**src/rtl/rf_dump_pkg.sv**
```systemverilog
// rf_dump_pkg: shared types and sizes for the register-file dump reader.
// Optional checksum beat selected by RF_DUMP_CHECKSUM_EN.
package rf_dump_pkg;

  localparam int RF_ADDR_W   = 5;
  localparam int RF_DATA_W   = 32;
  localparam int RF_NUM_REGS = 32;

  typedef enum logic [1:0] {
    IDLE,
    FETCH,
    SEND,
    DONE
  } state_t;

endpackage

```
**src/rtl/rf_dump_csum.sv**
```systemverilog
// rf_dump_csum: clear/accumulate XOR register for the dump checksum.
// Only instantiated when RF_DUMP_CHECKSUM_EN is defined.
module rf_dump_csum
  import rf_dump_pkg::*;
#(
  parameter int DATA_W = RF_DATA_W
) (
  input  logic              clk,
  input  logic              rst,
  input  logic              clr,
  input  logic              acc,
  input  logic [DATA_W-1:0] din,
  output logic [DATA_W-1:0] sum
);

  // clr restarts the sum; clr with acc loads the first word directly
  always_ff @(posedge clk or posedge rst) begin
    if (rst) begin
      sum <= '0;
    end else if (clr) begin
      sum <= acc ? din : '0;
    end else if (acc) begin
      sum <= sum ^ din;
    end
  end

endmodule

```
**src/rtl/rf_dump_reader.sv**
```systemverilog
// rf_dump_reader: sweeps the register-file read port 0..31 and streams words.
// Define RF_DUMP_CHECKSUM_EN to append an XOR checksum beat.
module rf_dump_reader
  import rf_dump_pkg::*;
#(
  parameter int ADDR_W = RF_ADDR_W,
  parameter int DATA_W = RF_DATA_W
) (
  input  logic              clk_i,
  input  logic              rst_i,
  input  logic              start_i,
  output logic              busy_o,
  output logic              done_o,
  output logic [ADDR_W-1:0] rf_read_addr_o,
  input  logic [DATA_W-1:0] rf_read_data_i,
  output logic              m_valid_o,
  input  logic              m_ready_i,
  output logic [DATA_W-1:0] m_data_o,
  output logic [ADDR_W-1:0] m_addr_o,
  output logic              m_last_o
);

  localparam logic [ADDR_W-1:0] LAST_IDX = '1;

`ifdef RF_DUMP_CHECKSUM_EN
  localparam bit WORD_LAST = 1'b0;
`else
  localparam bit WORD_LAST = 1'b1;
`endif

  state_t            state;
  logic [ADDR_W-1:0] index;
  logic [ADDR_W-1:0] idx_p1;
  logic [ADDR_W-1:0] idx_p2;
  logic              hs;

  assign idx_p1 = index + 1'b1;
  assign idx_p2 = index + 2'd2;
  assign hs     = m_valid_o & m_ready_i;

`ifdef RF_DUMP_CHECKSUM_EN
  logic              at_end;
  logic              csum_clr;
  logic              csum_acc;
  logic [DATA_W-1:0] csum;

  assign at_end   = (index == LAST_IDX);
  assign csum_clr = (state == FETCH);
  assign csum_acc = csum_clr |
                    ((state == SEND) & hs &
                     ~m_last_o & ~at_end);

  rf_dump_csum #(
    .DATA_W(DATA_W)
  ) u_csum (
    .clk(clk_i),
    .rst(rst_i),
    .clr(csum_clr),
    .acc(csum_acc),
    .din(rf_read_data_i),
    .sum(csum)
  );
`endif

  // dump sequencer with registered stream, status and read-address outputs
  always_ff @(posedge clk_i or posedge rst_i) begin
    if (rst_i) begin
      state          <= IDLE;
      index          <= '0;
      busy_o         <= 1'b0;
      done_o         <= 1'b0;
      rf_read_addr_o <= '0;
      m_valid_o      <= 1'b0;
      m_data_o       <= '0;
      m_addr_o       <= '0;
      m_last_o       <= 1'b0;
    end else begin
      case (state)
        IDLE: begin
          if (start_i) begin
            index          <= '0;
            rf_read_addr_o <= '0;
            busy_o         <= 1'b1;
            state          <= FETCH;
          end
        end
        FETCH: begin
          m_data_o       <= rf_read_data_i;
          m_addr_o       <= index;
          m_last_o       <= WORD_LAST &&
                            (index == LAST_IDX);
          m_valid_o      <= 1'b1;
          rf_read_addr_o <= idx_p1;
          state          <= SEND;
        end
        SEND: begin
          if (hs) begin
            if (m_last_o) begin
              m_valid_o <= 1'b0;
              busy_o    <= 1'b0;
              done_o    <= 1'b1;
              state     <= DONE;
            end
`ifdef RF_DUMP_CHECKSUM_EN
            else if (at_end) begin
              m_data_o <= csum;
              m_addr_o <= '1;
              m_last_o <= 1'b1;
            end
`endif
            else begin
              m_data_o       <= rf_read_data_i;
              m_addr_o       <= idx_p1;
              m_last_o       <= WORD_LAST &&
                                (idx_p1 == LAST_IDX);
              index          <= idx_p1;
              rf_read_addr_o <= idx_p2;
            end
          end
        end
        DONE: begin
          done_o <= 1'b0;
          state  <= IDLE;
        end
        default: state <= IDLE;
      endcase
    end
  end

endmodule

```
**config.mk**
```make
export PLATFORM = sky130hd
export DESIGN_NAME = rf_dump_reader
export DESIGN_NICKNAME = d
export VERILOG_FILES = /design/src/rtl/rf_dump_pkg.sv /design/src/rtl/rf_dump_csum.sv /design/src/rtl/rf_dump_reader.sv
export SDC_FILE = /design/constraint.sdc
export NUM_CORES = 1
export LEC_CHECK = 0
export CORE_MARGIN = 3
export CORE_UTILIZATION = 30
export DETAILED_ROUTE_END_ITERATION = 8
export PLACE_DENSITY = 0.57
export SLEW_MARGIN = 10
export SYNTH_ARGS = -nofsm -noshare
export SYNTH_HDL_FRONTEND = slang
export SYNTH_SLANG_ARGS = --single-unit
```
**constraint.sdc**
```tcl
create_clock -name clk_i -period 2.98 [get_ports clk_i]
set_input_delay 0.447 -clock clk_i [delete_from_list [all_inputs] [get_ports clk_i]]
set_output_delay 0.447 -clock clk_i [all_outputs]
set_load 0.005 [all_outputs]
```
==> impl_metrics.json, run 1 <==
{
  "status": "complete, no violations",
  "final_antenna_net_count": 0,
  "port_buffers": 81,
  "syn_nets": 240,
  "ys_ff_latch": 53,
  "antenna_cells": 0,
  "wirelength_um": 5780,
  "crit_required_ps": 3170,
  "drt-initial-drc-count": 38,
  "worstSetupEndpointType": "register",
  "cts.sinks": 53,
  "final_common_cell": "clkdlybuf4s50_1",
  "area_delta_synth_final_pct": 39.0,
  "fmax_mhz": 456,
  "setup_viol": 0,
  "post-route-util_pct": 43.3,
  "gr-total-overflow": 0,
  "drcViolationCount": 0,
  "place.gp.congestion": 0.750,
  "yosysWarnings": 0,
  "path_max_fanout": 28,
  "dpl.hpwl_um": 4180,
  "p_leak_nw": 1.53,
  "die_x_um": 98.6,
  "tightestPinTransition_ps": 757,
  "layout_common_cells": "81 x clkdlybuf4s50_1, 53 x dfrtp_1, 22 x mux2_2, 18 x mux2_4, 9 x ha_1",
  "period_minus_slack_ps": 2190,
  "period_share_pct": 73.6,
  "clkLatencyLatePin_ps": 300,
  "tritoncts": "built",
  "crit_type": "reg -> reg",
  "synthMuxAreaShare_pct": 22.1,
  "grt_antenna_before_repair": 0,
  "synthCells": 195,
  "nets": 322,
  "skew_ps": 5.64,
  "synth-xor-area-share_pct": 1.02,
  "ys_types": 41,
  "seqCellArea_mm2": 0.00133,
  "ios": 82,
  "maxSlewViolCount": 0,
  "grt_pass1_wl_um": 9680,
  "finalPower_mw": 3.65,
  "max_stage_delay_ps": 430,
  "detail_route.vias_per_cell": 4.72,
  "post_drt_wl_per_cell_um": 15.1,
  "maxSlewHeadroom_pct": 49.4,
  "postCtsSetupBuffers": 0,
  "cts_max_level": 2,
  "synth_top_family_by_area": "multiplexers",
  "synth-compound-area-share_pct": 9.24,
  "holdBufCountCts": 0,
  "drv_cap": 0,
  "grt_usage_pct": 12.2,
  "vias": 1809,
  "die_h_um": 98.6,
  "nFillCells": 811,
  "totalNegativeSetupSlack_ps": 0,
  "ys_seq_area_share_pct": 51.5,
  "cts_made_buffers": 5,
  "cts-root-buf": "clkbuf_8",
  "rows": 33,
  "drt_pass1_iterations": 4,
  "clkTransAtPathRegs_ps": 100,
  "start_kind": "register",
  "die_area_mm2": 0.00973,
  "synth_fa_ha_area_share_pct": 4.38,
  "hold_viol": 0,
  "post_cts_resized": 0,
  "cp.arrival_ps": 2380,
  "grt_max_degree": 29,
  "syn-mean-instance-area_um2": 13.2,
  "rsz0062_at_grt": "false",
  "synth-simple-area-share_pct": 7.78,
  "multiInputGateArea_mm2": 0.00115,
  "slowest_stage": "dfrtp_1",
  "path_cells": "inv_1, ha_1, nor2b_1, a21o_2, buf_12, mux2_2",
  "grt_pass1_vias": 1889,
  "hp-class": "in -> async",
  "core-area_mm2": 0.00826,
  "clockBufferDepth": 2,
  "start_util_pct": 31.2,
  "drive_gt1_share_pct": 20.9,
  "syn_area_mm2": 0.00257,
  "power_density_mw_per_mm2": 1020,
  "ir_drop_mv": 0.330
}
==> synth_stat cells <==
cell type	count	area (µm²)
a2111o_1	1	11.3
a211o_1	1	8.76
a211oi_1	1	7.51
a211oi_2	1	12.5
a211oi_4	1	20.0
a21bo_2	1	10.0
a21o_1	3	22.5
a21oi_1	4	20.0
a2bb2oi_1	1	8.76
a311oi_1	1	8.76
a31oi_1	1	6.26
and3_1	2	12.5
and3b_1	1	8.76
buf_2	4	20.0
buf_4	1	7.51
buf_6	3	33.8
clkbuf_1	3	11.3
dfrtp_1	53	1330
ha_1	9	113
inv_1	8	30.0
mux2_2	22	248
mux2_4	18	270
mux2i_1	5	50.1
nand2_1	8	30.0
nand2b_1	1	6.26
nand3_1	8	40.0
nand3b_1	3	22.5
nand4b_1	1	8.76
nor2_1	4	15.0
nor2b_1	6	37.5
o211ai_1	1	7.51
o21a_1	2	15.0
o21ai_0	5	25.0
o221ai_1	1	8.76
o22a_1	1	8.76
o2bb2ai_1	2	17.5
o311ai_1	1	8.76
o32a_1	1	10.0
or3b_2	1	8.76
or4b_2	1	10.0
xnor2_1	3	26.3
==> layout make-up <==
class,instances,area share [%]
sequential,53,37.1
timing repair buffer,86,24.1
multi-input combinational,123,32.0
tap,105,3.67
inverter,8,0.839
clock inverter,1,0.210
clock buffer,7,2.13
==> registers in the layout, summed over array words and instances (netlist names) <==
name and cells:
rf_read_addr_o 5, m_last_o 1, busy_o 1, m_addr_o 5
done_o 1, m_data_o 32, index 5, state 2
m_valid_o 1
==> power breakdown <==
part	switching [mW]	internal, mW
clock network	0.230	0.167
registers	0.228	1.05
logic	0.725	1.24
==> metrics by stage <==
step,area [µm²],std cells,hold slack [ps],setup WS (ps)
2_1_floorplan,2570,195,495,1050
3_5_place_dp,3490,375,490,616
4_1_cts,3580,383,449,767
3_3_place_gp,3490,375,487,643
6_report,3580,383,438,786
5_1_grt,3580,383,469,628
==> path summary, 6_finish.rpt <==
kind | endpoint | from | slack, ps | depth (start not counted)
min | m_data_o[1] | rst_i | 440 | 2
max reg2reg | m_data_o[17] | state[1] | 790 | 6
max | m_data_o[17] | state[1] | 790 | 6
min reg2reg | rf_read_addr_o[0] | rf_read_addr_o[0] | 510 | 1
max in group asynchronous | m_data_o[25] | rst_i | 1940 | 3
min in group clk_i | rf_read_addr_o[0] | rf_read_addr_o[0] | 510 | 1
==> critical path: cells and delay by family, from the launching register on <==
family	cells	cell delay (ps)
multiplexers	1	350
buffers and inverters	2	340
adder cells (fa/ha/maj)	1	330
flip-flops	1	430
AO/OA/AOI/OAI	1	350
AND/OR/NAND/NOR	1	270
==> cells by family (layout without fill, tap and decap cells) <==
family | Yosys count | in the layout
fa+ha+maj | 9 | 9
xor+xnor | 3 | 3
compound gates | 30 | 30
flops | 53 | 53
mux | 45 | 45
buf+inv | 19 | 102
simple gates | 36 | 36
==> routing by layer <==
metal | part of all wire, % | GRT usage, % | up-vias
met1 | 46 | 16.8 | 893
met5 | 0 | 0 | -
met3 | 5.5 | 3.11 | 4
met4 | 0.99 | 3.47 | 0
li1 | - | - | 857
met2 | 47 | 19.2 | 55
Power figures use the tool's default switching activity.
==> run 2, diff against run 1 <==
--- a/config.mk
+++ b/config.mk
@@ -8,7 +8,7 @@
 export CORE_MARGIN = 3
 export CORE_UTILIZATION = 30
 export DETAILED_ROUTE_END_ITERATION = 8
-export PLACE_DENSITY = 0.57
+export PLACE_DENSITY = 0.59
 export SLEW_MARGIN = 10
 export SYNTH_ARGS = -nofsm -noshare
 export SYNTH_HDL_FRONTEND = slang
==> constraint.sdc (replaced) <==
create_clock -name clk_i -period 2 [get_ports clk_i]
set_input_delay 0.3 -clock clk_i [delete_from_list [all_inputs] [get_ports clk_i]]
set_output_delay 0.3 -clock clk_i [all_outputs]
set_load 0.005 [all_outputs]
==> run 2 against run 1 <==
Effect of this change: wire length increased by 0.71%; count of clock-buffer cells in the layout shrank 1; combinational power rose by 64%; die area unchanged; critical path type unchanged; final cell count increased by 4.2%; critical path depth unchanged; sequential power is 45% higher; highest routed layer unchanged; setup slack worse by 720 ps; design area up 4.5%; first-iteration DRC count up 47%.
==> impl_metrics.json, run 2 (synthesized netlist as in run 1, its figures left out) <==
{
  "status": "complete, no violations",
  "start_kind": "register",
  "power_density_mw_per_mm2": 1550,
  "clkLatencyLatePin_ps": 300,
  "path_max_fanout": 3,
  "die_area_mm2": 0.00973,
  "drt_pass1_iterations": 4,
  "fmax_mhz": 516,
  "cts-root-buf": "clkbuf_8",
  "ir_drop_mv": 0.605,
  "r2r_cells": 6,
  "period_share_pct": 96.9,
  "final_common_cell": "clkdlybuf4s50_1",
  "crit_type": "reg -> reg",
  "clockBufferDepth": 2,
  "setup_viol": 0,
  "grt_pass1_wl_um": 9840,
  "period_minus_slack_ps": 1940,
  "grt_usage_pct": 12.6,
  "tritoncts": "built",
  "gr-total-overflow": 0,
  "p_leak_nw": 1.63,
  "drv_cap": 0,
  "drive_gt1_share_pct": 25.9,
  "tightestPinTransition_ps": 430,
  "cts_max_level": 2,
  "maxSlewHeadroom_pct": 71.2,
  "largest_register_ffs": 32,
  "final_antenna_net_count": 0,
  "worstSetupEndpointType": "register",
  "whs_ps": 232,
  "cts_made_buffers": 5,
  "grt_max_degree": 45,
  "drcViolationCount": 0,
  "place.gp.congestion": 0.769,
  "detail_route.vias_per_cell": 4.66,
  "die_x_um": 98.6,
  "r2r_slack_ps": 60,
  "core-area_mm2": 0.00826,
  "multiInputGateArea_mm2": 0.00115,
  "regToRegStartpoint": "index[1]",
  "nets": 338,
  "hold_viol": 0,
  "skew_ps": 3.30,
  "rows": 33,
  "wirelength_um": 5820,
  "layout_common_cells": "81 x clkdlybuf4s50_1, 53 x dfrtp_1, 22 x mux2_2, 19 x buf_4, 18 x mux2_4",
  "nFillCells": 814,
  "area_delta_synth_final_pct": 45.4,
  "port_buffers": 81,
  "crit_required_ps": 2200,
  "postCtsSetupBuffers": 0,
  "drt-initial-drc-count": 56,
  "hp-class": "in -> async",
  "post_drt_wl_per_cell_um": 14.6,
  "seqCellArea_mm2": 0.00133,
  "ios": 82,
  "cp.arrival_ps": 2140,
  "die_h_um": 98.6,
  "vias": 1858,
  "cts.sinks": 53,
  "regMostFlops": "m_data_o",
  "post_cts_resized": 0,
  "grt_pass1_vias": 1978,
  "clkTransAtPathRegs_ps": 100,
  "maxSlewViolCount": 0,
  "timing.rr.end": "rf_read_addr_o[4]",
  "grt_antenna_before_repair": 0,
  "rsz0062_at_grt": "false",
  "dpl.hpwl_um": 4310,
  "holdBufCountCts": 0,
  "start_util_pct": 31.2,
  "post-route-util_pct": 45.3,
  "antenna_cells": 0
}
==> run 2: cell types whose count changed in the layout (fill, tap and decap cells not counted), sizes merged <==
cell      before  now
buf            5   21
bufinv         0    1
clkbuf         7    6
clkinv         0    1
clkinvlp       1    0
==> run 2: worst max path at each step <==
stage,from,end,slack (ps),cells past startpoint
CTS,state[0],state[1],40,5
floorplan,index[1],rf_read_addr_o[4],70,6
global placement,m_ready_i,index[1],20,4
global route,index[1],rf_read_addr_o[4],5,6
finish,index[1],rf_read_addr_o[4],60,6
detailed placement,m_ready_i,index[0],-10,4
==> run 2: worst max-delay path, cell delays in order (launching register included) <==
cell and delay, ps:
dfrtp_1 400, ha_1 200, and3_1 170, ha_1 330
and3_1 200, a2111o_1 390, o22a_1 160
==> run 2: metal layers <==
layer / vias up / GRT usage [%] / wire [µm]
met5: - / 0 / 0
met4: 0 / 3.78 / 56
met3: 4 / 3.89 / 373
met2: 48 / 19.9 / 2790
met1: 921 / 16.6 / 2600
li1: 885 / - / -
==> run 2: area by class of cell <==
cell class	instances	share of cell area [%]
Clock buffer	6	1.94
Clock inverter	2	1.04
Inverter	8	0.803
Multi-Input combinational cell	123	30.7
Sequential cell	53	35.5
Tap cell	105	3.51
Timing Repair Buffer	102	26.6
==> run 2: metrics by stage <==
step	instance area [µm²]	setup WS, ps	power (mW)	instances	setup TNS (ps)
floorplan	2570	68.2	3.61	195	0
global placement	3630	24.3	5.11	391	0
detailed placement	3630	-14.6	5.15	391	-22.1
CTS	3740	40.7	5.93	399	0
global route	3740	4.54	6.28	399	0
finish	3740	62.3	5.82	399	0
==> run 2: power breakdown <==
| part | internal, mW | leakage (nW) | switching, mW |
|---|---|---|---|
| Combinational | 2.05 | 0.933 | 1.18 |
| Sequential | 1.57 | 0.644 | 0.288 |
| Clock | 0.376 | 0.0554 | 0.355 |
| Total | 4.00 | 1.63 | 1.82 |
==> run 3, diff against run 2 <==
--- a/config.mk
+++ b/config.mk
@@ -5,6 +5,7 @@
 export SDC_FILE = /design/constraint.sdc
 export NUM_CORES = 1
 export LEC_CHECK = 0
+export CORE_ASPECT_RATIO = 0.7
 export CORE_MARGIN = 3
 export CORE_UTILIZATION = 30
 export DETAILED_ROUTE_END_ITERATION = 8
==> run 3 against run 2 <==
Effect of this change: non-clock buffer count fell by 2; combinational power barely moved; highest routed layer unchanged; fmax rose by 1.9%; count of clock-buffer cells in the layout did not move; sequential share of layout area fell by 0.28 points; power rose by 2.6%; die area rose by 0.18%; final cell count fell by 1.5%; critical endpoint unchanged; register-to-register slack improved by 40 ps; wire length rose by 3.7%; core utilization rose by 1.2 points; first-iteration DRC count rose by 45%.
==> impl_metrics.json, run 3 (synthesized netlist as in run 1, its figures left out) <==
{
  "status": "complete, no violations",
  "p_leak_nw": 1.63,
  "grt_antenna_before_repair": 0,
  "largest_register_ffs": 32,
  "crit_buf_inv": 0,
  "path_max_fanout": 2,
  "tightestPinTransition_ps": 456,
  "comb_power_share_pct": 54.5,
  "place.gp.congestion": 0.774,
  "area_delta_synth_final_pct": 46.5,
  "power_density_mw_per_mm2": 1580,
  "drv_cap": 0,
  "rsz0062_at_grt": "false",
  "period_share_pct": 95.1,
  "setup_ws_ps": 98.1,
  "timing.rr.end": "rf_read_addr_o[4]",
  "hold_viol": 0,
  "cts_made_buffers": 5,
  "crit_type": "reg -> reg",
  "grt_max_degree": 37,
  "cts-root-buf": "clkbuf_16",
  "layout_common_cells": "81 x clkdlybuf4s50_1, 53 x dfrtp_1, 22 x mux2_2, 18 x mux2_4, 16 x buf_4",
  "ios": 82,
  "stdcell_area_mm2": 0.00377,
  "grt_pass1_wl_um": 9750,
  "nets": 336,
  "switching_share_pct": 31.7,
  "rows": 27,
  "detail_route.vias_per_cell": 4.65,
  "use_met3_pct": 4.49,
  "fmax_mhz": 526,
  "r2r_slack_ps": 100,
  "dpl.cell_count": 385,
  "cts_max_level": 2,
  "clkLatencyLatePin_ps": 290,
  "cpMostUsedCell": "ha_1",
  "grt_usage_pct": 12.7,
  "clkPwrFrac_pct": 14.4,
  "holdBufCountCts": 0,
  "core-area_mm2": 0.00811,
  "slowest_stage": "dfrtp_1",
  "vias": 1826,
  "wirelength_um": 6030,
  "path_cells": "ha_1, and3_4, ha_1, and3_1, a2111o_1, o22a_1",
  "worstSetupEndpointType": "register",
  "skew_ps": 3.52,
  "post_drt_wl_per_cell_um": 15.3,
  "intPower_mw": 4.08,
  "nFillCells": 782,
  "layoutNonFillerInstCount": 393,
  "critical-path-top-delay-family": "compound AO/OA/AOI/OAI gates",
  "met2_usage_pct": 17.2,
  "final_antenna_net_count": 0,
  "p_seq_share_pct": 31.2,
  "maxSlewHeadroom_pct": 69.4,
  "drcViolationCount": 0,
  "start_kind": "register",
  "r2r_cells": 6,
  "period_minus_slack_ps": 1900,
  "die_h_um": 83.5,
  "finalPower_mw": 5.97,
  "hp-class": "in -> async",
  "drt-initial-drc-count": 81,
  "cts.sinks": 53,
  "placed_area_mm2": 0.00362,
  "maxSlewViolCount": 0,
  "setup_viol": 0,
  "regToRegStartpoint": "index[1]",
  "final_common_cell": "clkdlybuf4s50_1",
  "die_area_mm2": 0.00974,
  "drt_pass1_iterations": 4,
  "post_cts_resized": 0,
  "dpl.hpwl_um": 4420,
  "p_switching_mw": 1.89,
  "regMostFlops": "m_data_o",
  "die_x_um": 117,
  "clkTransAtPathRegs_ps": 70,
  "start_util_pct": 31.7,
  "postCtsSetupBuffers": 0,
  "totalNegativeSetupSlack_ps": 0,
  "max_stage_delay_ps": 380,
  "grt.busiest_layer": "met1",
  "cp.arrival_ps": 2080,
  "antenna_cells": 0,
  "grtUsageMet1_pct": 19.0,
  "clockBufferDepth": 2,
  "crit_required_ps": 2180,
  "gr-total-overflow": 0,
  "tritoncts": "built",
  "ir_drop_mv": 0.843,
  "dp_slack_ps": -17.4,
  "grt_pass1_vias": 1856,
  "drive_gt1_share_pct": 25.7,
  "port_buffers": 81
}
run 3: cell types whose count changed in the layout (fill, tap and decap cells not counted), moves of 2 or more:
| cell | previous run | this run |
|---|---|---|
| clkbuf_16 | 0 | 5 |
| buf_4 | 19 | 16 |
| clkbuf_8 | 5 | 0 |
| clkinvlp_4 | 0 | 2 |
run 3: per-layer routing:
layer	routed length, µm	share of wire [%]	vias to the layer above
li1	-	-	885
met1	3050	51	882
met2	2480	41	55
met3	462	7.7	4
met4	40	0.66	0
met5	0	0	-
run 3: power groups by stage:
stage | Sequential, mW | Combinational, mW | Clock [mW]
after floorplan | 1.90 | 1.72 | 0
after global placement | 1.88 | 3.24 | 0
after detailed placement | 1.88 | 3.27 | 0
after CTS | 1.86 | 3.29 | 0.886
after global routing | 1.93 | 3.51 | 0.932
final | 1.86 | 3.25 | 0.858
run 3: how the worst max path moves through the flow:
stage	start	end	slack, ps	depth (start not counted)
5_1_grt	index[1]	rf_read_addr_o[4]	20	6
3_3_place_gp	start_i	state[1]	4	4
2_1_floorplan	index[1]	rf_read_addr_o[4]	70	6
6_report	index[1]	rf_read_addr_o[4]	100	6
4_1_cts	state[0]	state[1]	70	5
3_5_place_dp	m_ready_i	index[1]	-20	4
run 3: area by class of cell:
type / count / area [µm²] / share of cell area [%]
sequential: 53 / 1330 / 35.2
multi-input combinational: 123 / 1150 / 30.6
timing repair buffer: 100 / 991 / 26.3
clock buffer: 6 / 129 / 3.42
tap: 101 / 126 / 3.35
inverter: 8 / 30.0 / 0.796
clock inverter: 2 / 15.0 / 0.398
run 3: metrics by stage:
stage	util, %	hold slack [ps]
finish	46.5	318
detailed placement	44.6	490
global route	46.5	353
global placement	44.6	489
CTS	46.4	340
floorplan	-	448
